==> src/rtl/fe_pkg.sv <==
// fe_pkg: shared front-end types for the RV32I decode stage.
// Format enum, base opcodes and the decoded-entry record.
package fe_pkg;

   localparam int XLEN_MAX = 64;

   typedef enum logic [2:0] {
      FMT_R    = 3'd0,
      FMT_I    = 3'd1,
      FMT_S    = 3'd2,
      FMT_B    = 3'd3,
      FMT_U    = 3'd4,
      FMT_J    = 3'd5,
      FMT_NONE = 3'd6
   } RV32I_FORMAT_t;

   localparam logic [6:0] OP_LUI    = 7'b0110111;
   localparam logic [6:0] OP_AUIPC  = 7'b0010111;
   localparam logic [6:0] OP_JAL    = 7'b1101111;
   localparam logic [6:0] OP_JALR   = 7'b1100111;
   localparam logic [6:0] OP_BRANCH = 7'b1100011;
   localparam logic [6:0] OP_LOAD   = 7'b0000011;
   localparam logic [6:0] OP_STORE  = 7'b0100011;
   localparam logic [6:0] OP_OPIMM  = 7'b0010011;
   localparam logic [6:0] OP_OP     = 7'b0110011;
   localparam logic [6:0] OP_FENCE  = 7'b0001111;
   localparam logic [6:0] OP_SYSTEM = 7'b1110011;

   typedef struct packed {
      RV32I_FORMAT_t       format;
      logic [6:0]          opcode;
      logic [2:0]          funct3;
      logic [6:0]          funct7;
      logic [4:0]          rs1;
      logic [4:0]          rs2;
      logic [4:0]          rd;
      logic [XLEN_MAX-1:0] imm;
      logic                illegal;
   } RV32I_DECODED_t;

   function automatic RV32I_FORMAT_t opcode_format(input logic [6:0] op);
      RV32I_FORMAT_t f;
      case (op)
         OP_OP:                         f = FMT_R;
         OP_OPIMM, OP_LOAD, OP_JALR,
         OP_SYSTEM, OP_FENCE:           f = FMT_I;
         OP_STORE:                      f = FMT_S;
         OP_BRANCH:                     f = FMT_B;
         OP_LUI, OP_AUIPC:              f = FMT_U;
         OP_JAL:                        f = FMT_J;
         default:                       f = FMT_NONE;
      endcase
      return f;
   endfunction

endpackage

==> src/rtl/rv32i_imm_gen.sv <==
// rv32i_imm_gen: combinational immediate generator, sign bit instr[31].
// Shared with the branch unit.
module rv32i_imm_gen
   import fe_pkg::*;
#(
   parameter int XLEN = 32
) (
   input  logic [31:0]     instr,
   input  RV32I_FORMAT_t   format,
   output logic [XLEN-1:0] imm
);

   logic [31:0] i32;
   logic        unused_op;

   assign unused_op = ^instr[6:0];

   always_comb begin
      i32 = '0;
      case (format)
         FMT_I: i32 = {{20{instr[31]}}, instr[31:20]};
         FMT_S: i32 = {{20{instr[31]}}, instr[31:25], instr[11:7]};
         FMT_B: i32 = {{19{instr[31]}}, instr[31], instr[7],
                       instr[30:25], instr[11:8], 1'b0};
         FMT_U: i32 = {instr[31:12], 12'b0};
         FMT_J: i32 = {{11{instr[31]}}, instr[31], instr[19:12],
                       instr[20], instr[30:21], 1'b0};
         default: i32 = '0;
      endcase
   end

   assign imm = XLEN'($signed(i32));

endmodule

==> src/rtl/rv32i_decode_stage.sv <==
// rv32i_decode_stage: registered RV32I decoder feeding a small FIFO
// of decoded entries with valid/ready on both sides and a flush.
module rv32i_decode_stage
   import fe_pkg::*;
#(
   parameter int XLEN          = 32,
   parameter int DEPTH         = 2,
   parameter int CHECK_ILLEGAL = 1
) (
   input  logic            clk,
   input  logic            rst,
   input  logic            flush,
   input  logic            in_valid,
   output logic            in_ready,
   input  logic [31:0]     in_instr,
   input  logic [XLEN-1:0] in_pc,
   output logic            out_valid,
   input  logic            out_ready,
   output logic [XLEN-1:0] out_pc,
   output logic [2:0]      out_format,
   output logic [6:0]      out_opcode,
   output logic [2:0]      out_funct3,
   output logic [6:0]      out_funct7,
   output logic [4:0]      out_rs1,
   output logic [4:0]      out_rs2,
   output logic [4:0]      out_rd,
   output logic [XLEN-1:0] out_imm,
   output logic            out_illegal
);

   localparam int PW = (DEPTH > 1) ? $clog2(DEPTH) : 1;
   localparam int CW = $clog2(DEPTH + 1);

   logic [6:0]      op;
   logic [2:0]      f3;
   logic [6:0]      f7;
   RV32I_FORMAT_t   fmt;
   logic            is_shift;
   logic            bad;
   logic [XLEN-1:0] imm;
   RV32I_DECODED_t  dec;

   assign op       = in_instr[6:0];
   assign f3       = in_instr[14:12];
   assign f7       = in_instr[31:25];
   assign fmt      = opcode_format(op);
   assign is_shift = (op == OP_OPIMM) && (f3 == 3'b001 || f3 == 3'b101);

   rv32i_imm_gen #(.XLEN(XLEN)) u_imm (
      .instr  (in_instr),
      .format (fmt),
      .imm    (imm)
   );

   always_comb begin
      bad = (in_instr[1:0] != 2'b11) || (fmt == FMT_NONE);
      unique case (1'b1)
         op == OP_OP:
            bad = bad || !(f7 == 7'h00 ||
                  (f7 == 7'h20 && (f3 == 3'b000 || f3 == 3'b101)));
         is_shift:
            bad = bad || ((f3 == 3'b001) ? (f7 != 7'h00)
                  : !(f7 == 7'h00 || f7 == 7'h20));
         op == OP_BRANCH:
            bad = bad || f3 == 3'b010 || f3 == 3'b011;
         op == OP_LOAD:
            bad = bad || f3 == 3'b011 || f3 == 3'b110 || f3 == 3'b111;
         op == OP_STORE:
            bad = bad || f3 > 3'b010;
         op == OP_JALR:
            bad = bad || f3 != 3'b000;
         default: ;
      endcase
   end

   always_comb begin
      dec         = '0;
      dec.format  = fmt;
      dec.opcode  = op;
      dec.illegal = (CHECK_ILLEGAL != 0) && bad;
      dec.imm     = XLEN_MAX'($signed(imm));
      if (fmt inside {FMT_R, FMT_I, FMT_S, FMT_B}) begin
         dec.funct3 = f3;
         dec.rs1    = in_instr[19:15];
      end
      if (fmt inside {FMT_R, FMT_S, FMT_B})
         dec.rs2 = in_instr[24:20];
      if (fmt inside {FMT_R, FMT_I, FMT_U, FMT_J})
         dec.rd = in_instr[11:7];
      if (fmt == FMT_R || is_shift)
         dec.funct7 = f7;
   end

   RV32I_DECODED_t  mem [DEPTH];
   logic [XLEN-1:0] pcs [DEPTH];
   logic [PW-1:0]   wptr;
   logic [PW-1:0]   rptr;
   logic [CW-1:0]   count;
   logic            push;
   logic            pop;

   function automatic logic [PW-1:0] bump(input logic [PW-1:0] p);
      return (p == PW'(DEPTH - 1)) ? '0 : p + PW'(1);
   endfunction

   assign in_ready  = count < CW'(DEPTH);
   assign out_valid = count != '0;
   assign push      = in_valid && in_ready && !flush;
   assign pop       = out_valid && out_ready;

   always_ff @(posedge clk) begin
      if (rst || flush) begin
         wptr  <= '0;
         rptr  <= '0;
         count <= '0;
      end else begin
         if (push)
            wptr <= bump(wptr);
         if (pop)
            rptr <= bump(rptr);
         if (push && !pop)
            count <= count + CW'(1);
         else if (pop && !push)
            count <= count - CW'(1);
      end
   end

   always_ff @(posedge clk) begin
      if (push) begin
         mem[wptr] <= dec;
         pcs[wptr] <= in_pc;
      end
   end

   // Gate the head so an empty stage shows zeros, never stale entries.
   RV32I_DECODED_t head;
   logic           unused_imm;

   assign head       = out_valid ? mem[rptr] : '0;
   assign out_pc     = out_valid ? pcs[rptr] : '0;
   assign out_format = head.format;
   assign out_opcode = head.opcode;
   assign out_funct3 = head.funct3;
   assign out_funct7 = head.funct7;
   assign out_rs1    = head.rs1;
   assign out_rs2    = head.rs2;
   assign out_rd     = head.rd;
   assign out_imm    = head.imm[XLEN-1:0];
   assign out_illegal = head.illegal;
   assign unused_imm = ^head.imm;

endmodule

==> config.mk <==
export PLATFORM = sky130hd
export DESIGN_NAME = rv32i_decode_stage
export DESIGN_NICKNAME = d
export VERILOG_FILES = /design/src/rtl/fe_pkg.sv /design/src/rtl/rv32i_imm_gen.sv /design/src/rtl/rv32i_decode_stage.sv
export SDC_FILE = /design/constraint.sdc
export NUM_CORES = 1
export LEC_CHECK = 0
export CORE_AREA = 2 2 132 134
export CTS_BUF_LIST = sky130_fd_sc_hd__clkbuf_8
export DETAILED_ROUTE_END_ITERATION = 8
export DIE_AREA = 0 0 134 136
export GPL_TIMING_DRIVEN = 0
export PLACE_DENSITY = 0.9
export SETUP_SLACK_MARGIN = 0.02
export SLEW_MARGIN = 20
export SYNTH_ARGS = -nofsm -noshare
export SYNTH_HDL_FRONTEND = slang
export SYNTH_SLANG_ARGS = --single-unit
==> constraint.sdc <==
create_clock -name clk -period 9.5 [get_ports clk]
set_input_delay 1.9 -clock clk [delete_from_list [all_inputs] [get_ports clk]]
set_output_delay 1.9 -clock clk [all_outputs]
set_load 0.01 [all_outputs]
; ---- Word level (Yosys, flattened, before mapping)
; Memory sizes are Yosys's and may differ from the RTL's. A register that Yosys moved wholly into a read port is not among the register bits.
; Cells that the tools add are included.
[totals]
regBits = 4
ramBits = 264
input_bits = 69
out_inout_bits = 102
n_memories = 2
[op_classes]
addsub = 4
magnitude_cmp = 2
n_eq_ne = 25
mux = 21
n_reduce_logical = 40
[mem_list]
columns = memory, depth, width, read_ports, rd_clocked_by_memory_dff, wr, line_no
row1 = mem, 2, 100, 1, 1, 1, rv32i_decode_stage.sv:94  ; RV32I_DECODED_t mem [DEPTH];
row2 = pcs, 2, 32, 1, 1, 1, rv32i_decode_stage.sv:95  ; logic [XLEN-1:0] pcs [DEPTH];
[op_table]
columns = cell, count
row1 = $pmux W32 S5, 1
row2 = $mux W100, 1
row3 = $mux W32, 1
row4 = $eq A7 B6 Y1 const B, 4
row5 = $eq A7 B7 Y1 const B, 4
row6 = $eq A3 B3 Y1 const B, 6
row7 = $pmux W3 S6, 1
row8 = $logic_or A1 B1 Y1, 16
row9 = $mux W5, 3
row10 = $eq A7 B5 Y1 const B, 2
row11 = $eq A3 B2 Y1 const B, 4
row12 = $mux W1, 9
row13 = $reduce_bool A4 Y1, 2
row14 = $eq A7 B2 Y1 const B, 1
row15 = $eq A7 B4 Y1 const B, 1
row16 = $logic_and A1 B1 Y1, 7
row17 = $logic_not A7 Y1, 1
row18 = $mux W7, 1
row19 = $reduce_bool A7 Y1, 1
row20 = $eq A3 B1 Y1 const B, 2
row21 = $logic_not A3 Y1, 2
row22 = $pmux W1 S6, 1
row23 = $reduce_bool A3 Y1, 2
row24 = $logic_not A1 Y1, 5
row25 = 11 further kinds, 14

; ---- Depth between registers and ports, before layout
; Gate-level depths: netlist (run 1).
[depth]
ltp_word = 9
depth_mapped = 11
ltp_nobuf = 9

; ---- Cells and area by module
; Synthesis (run 1) repeated with hierarchy kept, for this count alone.
[hier_totals]
hier_cells = 586
area_unflattened_um2 = 8694.6
[modules_own_cells]
columns = mod, n_inst, cells_per_inst, area_per_inst_um2, seq_area_each_um2
row1 = rv32i_decode_stage, 1, 516, 8162.8, 6105.9
row2 = rv32i_imm_gen, 1, 70, 531.8, 0.0

; ---- Worst setup path before layout (run 1)
; No wires, ideal clock.
[synth_timing]
path_kind = input to register
startpoint = in flush
endpoint = mem mem[0][0] (netlist bit), enable pin
arrival_ps = 6733
required_ps = 8928
setup_slack_ps = 2195
cell_stages = 2
cell_sequence = nor3b_1 -> nor2b_1
[synth_via]
elab_chain_cells = 4
[synth_lines]
columns = item, line_no
row1 = from (decl), rv32i_decode_stage.sv:12  ; input logic flush,
row2 = $logic_not A1 Y1, rv32i_decode_stage.sv:108  ; assign push = in_valid && in_ready && !flush;
row3 = $logic_and A1 B1 Y1, rv32i_decode_stage.sv:108
row4 = $mux W1, rv32i_decode_stage.sv:129  ; if (push) begin
row5 = $mux W1 (not written as such), rv32i_decode_stage.sv:130  ; mem[wptr] <= dec;
row6 = to (decl), rv32i_decode_stage.sv:94
; No other way between the ends.

==> impl_metrics.env, run 1 <==
export IMPL_io_buffers=170
export IMPL_cts_root_buf="clkbuf_8"
export IMPL_coreArea_um2=16900
export IMPL_numCtsBuffers=34
export IMPL_synthesis_nets=701
export IMPL_die_x_um=134
export IMPL_routed_wl_um=19500
export IMPL_synthTopCellsByArea="edfxtp_1 68%, mux2i_1 12%, nor2_1 4.6%"
export IMPL_grt_max_degree=46
export IMPL_slew_violations=0
export IMPL_grt_overflow_total=0
export IMPL_cp_required_ns=7.60
export IMPL_yosysSeqAreaShare=0.690
export IMPL_grt_pass1_vias=5768
export IMPL_skew_ns=0.0233
export IMPL_stdcell_area_um2=11600
export IMPL_hold_class="flip-flop to flip-flop"
export IMPL_antenna_found_initial=0
export IMPL_finalWorstSetupSlack_ns=4.63
export IMPL_yosys_warnings=0
export IMPL_synth_area_per_cell_um2=14.1
export IMPL_tightest_slew_ns=0.900
export IMPL_die_y_um=136
export IMPL_power_leakage_nw=3.87
export IMPL_cts_tree="yes"
export IMPL_clk_pin_slew_ns=0.06
export IMPL_ant_nets=0
export IMPL_drive_gt1_frac=0.0939
export IMPL_holdBufCountCts=0
export IMPL_dr_pass1_iters=5
export IMPL_synth_seq_cells=205
export IMPL_cp_max_fo=10
export IMPL_clkSinkCount=205
export IMPL_syn_inst=630
export IMPL_grt_first_pass_wirelength_um=30200
export IMPL_num_rows=48
export IMPL_die_area_um2=18200
export IMPL_fin_total_pwr_mw=1.93
export IMPL_yosysTopAreaCell="edfxtp_1"
export IMPL_dp_hpwl_um=13800
export IMPL_num_antenna_cells=0
export IMPL_slew_headroom=0.400
export IMPL_path_class="flip-flop to primary output"
export IMPL_grt_use_total=0.216
export IMPL_post_cts_buffers=0
export IMPL_vdd_drop_max_mv=0.0968
export IMPL_critical_path_arrival_ns=2.97
export IMPL_outcome="finished, final reports clean"
export IMPL_synth_edf_count=200
export IMPL_ios=171
export IMPL_cts_buffer_depth=3
export IMPL_min_period_ns=4.87
export IMPL_finalHoldViolCount=0
export IMPL_nNetsFinal=913
export IMPL_yosysMostFrequentCell="edfxtp_1"
export IMPL_finalSetupViolCount=0
export IMPL_p_per_area_nw_per_um2=166
export IMPL_synth_commonest_cells="200 x edfxtp_1, 109 x nor2_1, 102 x mux2i_1"
export IMPL_fin_util=0.688
export IMPL_drv_cap=0
export IMPL_n_fill_cell=1220
export IMPL_floorplan_initialDensity=0.525
export IMPL_area_growth_pct=31.0
export IMPL_grt_setup_unrepaired="false"
export IMPL_via_count=5796
export IMPL_period_share=0.513
export IMPL_drt_iter0_drc=379
export IMPL_yosys_most_used_dff="edfxtp_1"
export IMPL_clock_fmax_mhz=205
export IMPL_gp_congestion=0.911
export IMPL_wl_per_cell_um=17.9
export IMPL_synth_cell_types=58
export IMPL_cts_resized=0
export IMPL_clock_latency_ns=0.50
export IMPL_start_kind="flip-flop"
export IMPL_drc_errors=0
export IMPL_viasPerCell=5.33
export IMPL_critPathCaptureType="primary output"
export IMPL_ctsHtreeMaxLevel=2
export IMPL_timing_hold_ws_ns=0.573
export IMPL_dp_slack_ns=4.54
export IMPL_ys_async_sr_fraction=0
export IMPL_placed_cell_area_um2=11000
export IMPL_synth_top_area_frac=0.678
export IMPL_synthesis_area_um2=8850
-- where the power goes --
part / switching (mW) / internal, mW / total (mW)
sequential: 0.00557 / 1.01 / 1.02
clock: 0.319 / 0.382 / 0.701
combinational: 0.107 / 0.103 / 0.210
total: 0.431 / 1.50 / 1.93
-- critical path, stage by stage, from the launching register on --
cell	delay [ns]
dfxtp_1	0.30
clkbuf_1	0.54
buf_1	0.64
mux2i_1	0.40
nor2_1	0.08
clkdlybuf4s50_1	0.51
-- kinds of logic after synthesis --
logic type	count (synthesis)	synth area share
xor gates and xnor gates	7	0.00692
and+or+nand+nor	215	0.117
DFF	205	0.690
muxes	102	0.115
AOI/OAI and AO/OA	58	0.0482
buffers and inverters	41	0.0205
adders and majority gates	2	0.00283
-- layout make-up --
| class | count | area (um^2) | share of cell area |
|---|---|---|---|
| clock inverters | 20 | 104 | 0.00895 |
| flip-flops and latches | 205 | 6110 | 0.526 |
| repair buffers | 176 | 1840 | 0.159 |
| multi-input cells | 384 | 2580 | 0.222 |
| well taps | 225 | 282 | 0.0243 |
| inverters | 8 | 30.0 | 0.00259 |
| plain buffers | 33 | 151 | 0.0130 |
| clock buffers | 37 | 509 | 0.0439 |
-- state kept, by name, summed over array words and instances, names as in the netlist, named ones only --
register  cells
rptr          1
pcs          64
mem         136
count         2
wptr          1
-- worst paths after layout --
path | startpoint | endpoint | slack [ns] | depth (start not counted)
worst min register to register | count[0]$_SDFFE_PP0P_ | count[0]$_SDFFE_PP0P_ | 0.57 | 2
worst min-delay path | count[0]$_SDFFE_PP0P_ | count[0]$_SDFFE_PP0P_ | 0.57 | 2
worst max-delay path | flip-flop | out_imm[28] | 4.63 | 5
worst max register to register | count[1]$_SDFFE_PP0P_ | mem[0][26]$_DFFE_PP_ | 7.14 | 5
-- placed cells by master (no fill, tap or decap), types with 3 or more instances in the layout --
master,n
a21oi_1,26
a21oi_2,5
and2_1,27
and3_1,6
buf_1,9
buf_12,3
buf_16,3
buf_2,7
buf_4,3
clkbuf_1,13
clkbuf_8,37
clkdlybuf4s50_1,170
clkinv_1,8
dfxtp_1,5
edfxtp_1,200
inv_1,17
mux2i_1,102
nand2_1,33
nand3_1,3
nand3b_1,5
nor2_1,109
nor2b_1,5
nor3_1,6
nor3b_1,3
o21ai_0,3
xnor2_1,3
xor2_1,4
-- layer usage --
metal	global-route usage	share of wire
met1	0.269	0.41
met2	0.374	0.50
met3	0.0511	0.076
met4	0.0721	0.019
met5	0	0
-- metrics by stage --
stage / instances / TNS, ns
after detailed placement: 1031 / 0
final: 1088 / 0
after CTS: 1088 / 0
after global placement: 1025 / -53.96
after floorplan: 630 / 0
after global routing: 1088 / 0
Power figures use the tool's default switching activity.
==> run 2: changes to the inputs <==
clock period = 4.8 ns   (was 9.5 ns; I/O delays follow)
==> run 2 against run 1 <==
  * Total power rose by 95%
  * Critical path depth did not move
  * Clock power rose by 91%
  * Die area did not move
  * Core utilization fell by 0.24 points
  * Count of clock-buffer cells in the layout fell by 6
  * Clock skew fell by 0.0017 ns
  * Critical path type unchanged
==> impl_metrics.env, run 2 (synthesized netlist as in run 1, its figures left out) <==
export IMPL_dp_cells=1031
export IMPL_coreArea_um2=16900
export IMPL_antenna_found_initial=0
export IMPL_finalSetupViolCount=0
export IMPL_num_antenna_cells=0
export IMPL_period_share=0.842
export IMPL_dp_slack_ns=0.800
export IMPL_io_buffers=170
export IMPL_crit_cells=5
export IMPL_dr_pass1_iters=5
export IMPL_wl_per_cell_um=18.4
export IMPL_cp_top_family="buffers and inverters"
export IMPL_final_common_cell="edfxtp_1"
export IMPL_cp_required_ns=3.84
export IMPL_cp_slowest_cell="buf_1"
export IMPL_largest_register_ff_count=136
export IMPL_r2r_end="mem[0][77]$_DFFE_PP_"
export IMPL_dp_hpwl_um=14200
export IMPL_grt_max_degree=54
export IMPL_critPathCaptureType="primary output"
export IMPL_clock_fmax_mhz=248
export IMPL_drt_iter0_drc=476
export IMPL_nNetsFinal=910
export IMPL_cp_max_fo=10
export IMPL_reg_largest_list="mem x136, pcs x64, count x2"
export IMPL_gp_congestion=0.923
export IMPL_finalWorstSetupSlack_ns=0.760
export IMPL_finalNonFillerCells=1086
export IMPL_start_kind="flip-flop"
export IMPL_grt_use_total=0.216
export IMPL_slew_headroom=0.452
export IMPL_ant_nets=0
export IMPL_placed_cell_area_um2=11000
export IMPL_numCtsBuffers=31
export IMPL_final_cell_mix="200 x edfxtp_1, 170 x clkdlybuf4s50_1, 109 x nor2_1, 102 x mux2i_1, 33 x nand2_1"
export IMPL_via_count=5885
export IMPL_vdd_drop_max_mv=0.207
export IMPL_ios=171
export IMPL_cts_resized=0
export IMPL_crit_buf_inv=3
export IMPL_tightest_slew_ns=0.821
export IMPL_finalHoldViolCount=0
export IMPL_ctsHtreeMaxLevel=1
export IMPL_clock_latency_ns=0.55
export IMPL_post_cts_buffers=0
export IMPL_viasPerCell=5.42
export IMPL_path_cells="clkbuf_1 > buf_1 > mux2i_1 > nor2_1 > clkdlybuf4s50_1"
export IMPL_drv_cap=0
export IMPL_die_area_um2=18200
export IMPL_slowest_delay_ns=0.67
export IMPL_num_rows=48
export IMPL_die_y_um=136
export IMPL_outcome="finished, final reports clean"
export IMPL_hold_class="flip-flop to flip-flop"
export IMPL_timing_rr_start="count[1]$_SDFFE_PP0P_"
export IMPL_cts_buffer_depth=3
export IMPL_drive_gt1_frac=0.0894
export IMPL_critical_path_arrival_ns=3.08
export IMPL_crit_path_end="out_imm[28]"
export IMPL_rrSetupSlack_ns=2.66
export IMPL_clkSinkCount=205
export IMPL_path_class="flip-flop to primary output"
export IMPL_slew_violations=0
export IMPL_area_growth_pct=30.6
export IMPL_min_period_ns=4.04
export IMPL_grt_pass1_vias=5751
export IMPL_grt_setup_unrepaired="false"
export IMPL_cts_tree="yes"
export IMPL_stdcell_area_um2=11600
export IMPL_largest_register="mem"
export IMPL_skew_ns=0.0216
export IMPL_power_leakage_nw=3.84
export IMPL_p_per_area_nw_per_um2=326
export IMPL_grt_first_pass_wirelength_um=30400
export IMPL_routed_wl_um=20000
export IMPL_n_fill_cell=1182
export IMPL_die_x_um=134
export IMPL_drc_errors=0
export IMPL_holdBufCountCts=0
export IMPL_r2r_cells=4
export IMPL_grt_overflow_total=0
export IMPL_clk_pin_slew_ns=0.06
export IMPL_cts_root_buf="clkbuf_8"
export IMPL_floorplan_initialDensity=0.525
-- run 2: changes by cell type in the layout (fill, tap and decap cells not counted) --
cell,previous run,this run
bufinv_16,1,2
clkbuf_8,37,31
clkinv_2,2,3
clkinv_1,8,11
inv_1,17,16
-- run 2: worst min path at each step --
stage / cells past startpoint / slack (ns) / endpoint / start
6_report: 2 / 0.56 / flip-flop / rptr$_SDFFE_PP0P_
5_1_grt: 2 / 0.61 / count[0]$_SDFFE_PP0P_ / count[0]$_SDFFE_PP0P_
4_1_cts: 2 / 0.56 / flip-flop / rptr$_SDFFE_PP0P_
3_5_place_dp: 2 / 0.54 / flip-flop / rptr$_SDFFE_PP0P_
3_3_place_gp: 2 / 0.54 / flip-flop / rptr$_SDFFE_PP0P_
2_1_floorplan: 2 / 0.52 / flip-flop / rptr$_SDFFE_PP0P_
-- run 2: per-stage QoR --
step | setup TNS, ns | power, mW | hold slack, ns | util
2_1_floorplan | 0 | 2.24 | 0.520 | -
4_1_cts | 0 | 3.80 | 0.563 | 0.685
5_1_grt | 0 | 3.91 | 0.609 | 0.685
3_5_place_dp | 0 | 2.47 | 0.545 | 0.651
6_report | 0 | 3.77 | 0.556 | 0.685
3_3_place_gp | -266.29 | 2.45 | 0.541 | 0.642
-- run 2: area by class of cell --
class	instances	area (um^2)	share of cell area
well taps	225	282	0.0243
clock buffers	31	427	0.0369
clock inverters	24	146	0.0127
flip-flops and latches	205	6110	0.528
repair buffers	176	1840	0.160
inverters	8	30.0	0.00260
plain buffers	33	151	0.0131
multi-input cells	384	2580	0.223
-- run 2: where the power goes --
group          leakage [nW]  switching, mW  internal (mW)
Combinational          1.48          0.213          0.203
Clock                 0.323          0.631          0.705
Sequential             2.04         0.0112           2.00
-- run 2: worst min-delay path: cells and delay by family (launching register included) --
kind	cells	cell delay (ns)
flops	1	0.32
xor+xnor	1	0.08
simple gates	1	0.11
-- run 2: per-layer routing --
layer	wire (um)	up-vias	GRT usage
li1	-	2727	-
met1	7910	2838	0.274
met2	10000	276	0.379
met3	1640	44	0.0395
met4	445	0	0.0674
met5	0	-	0
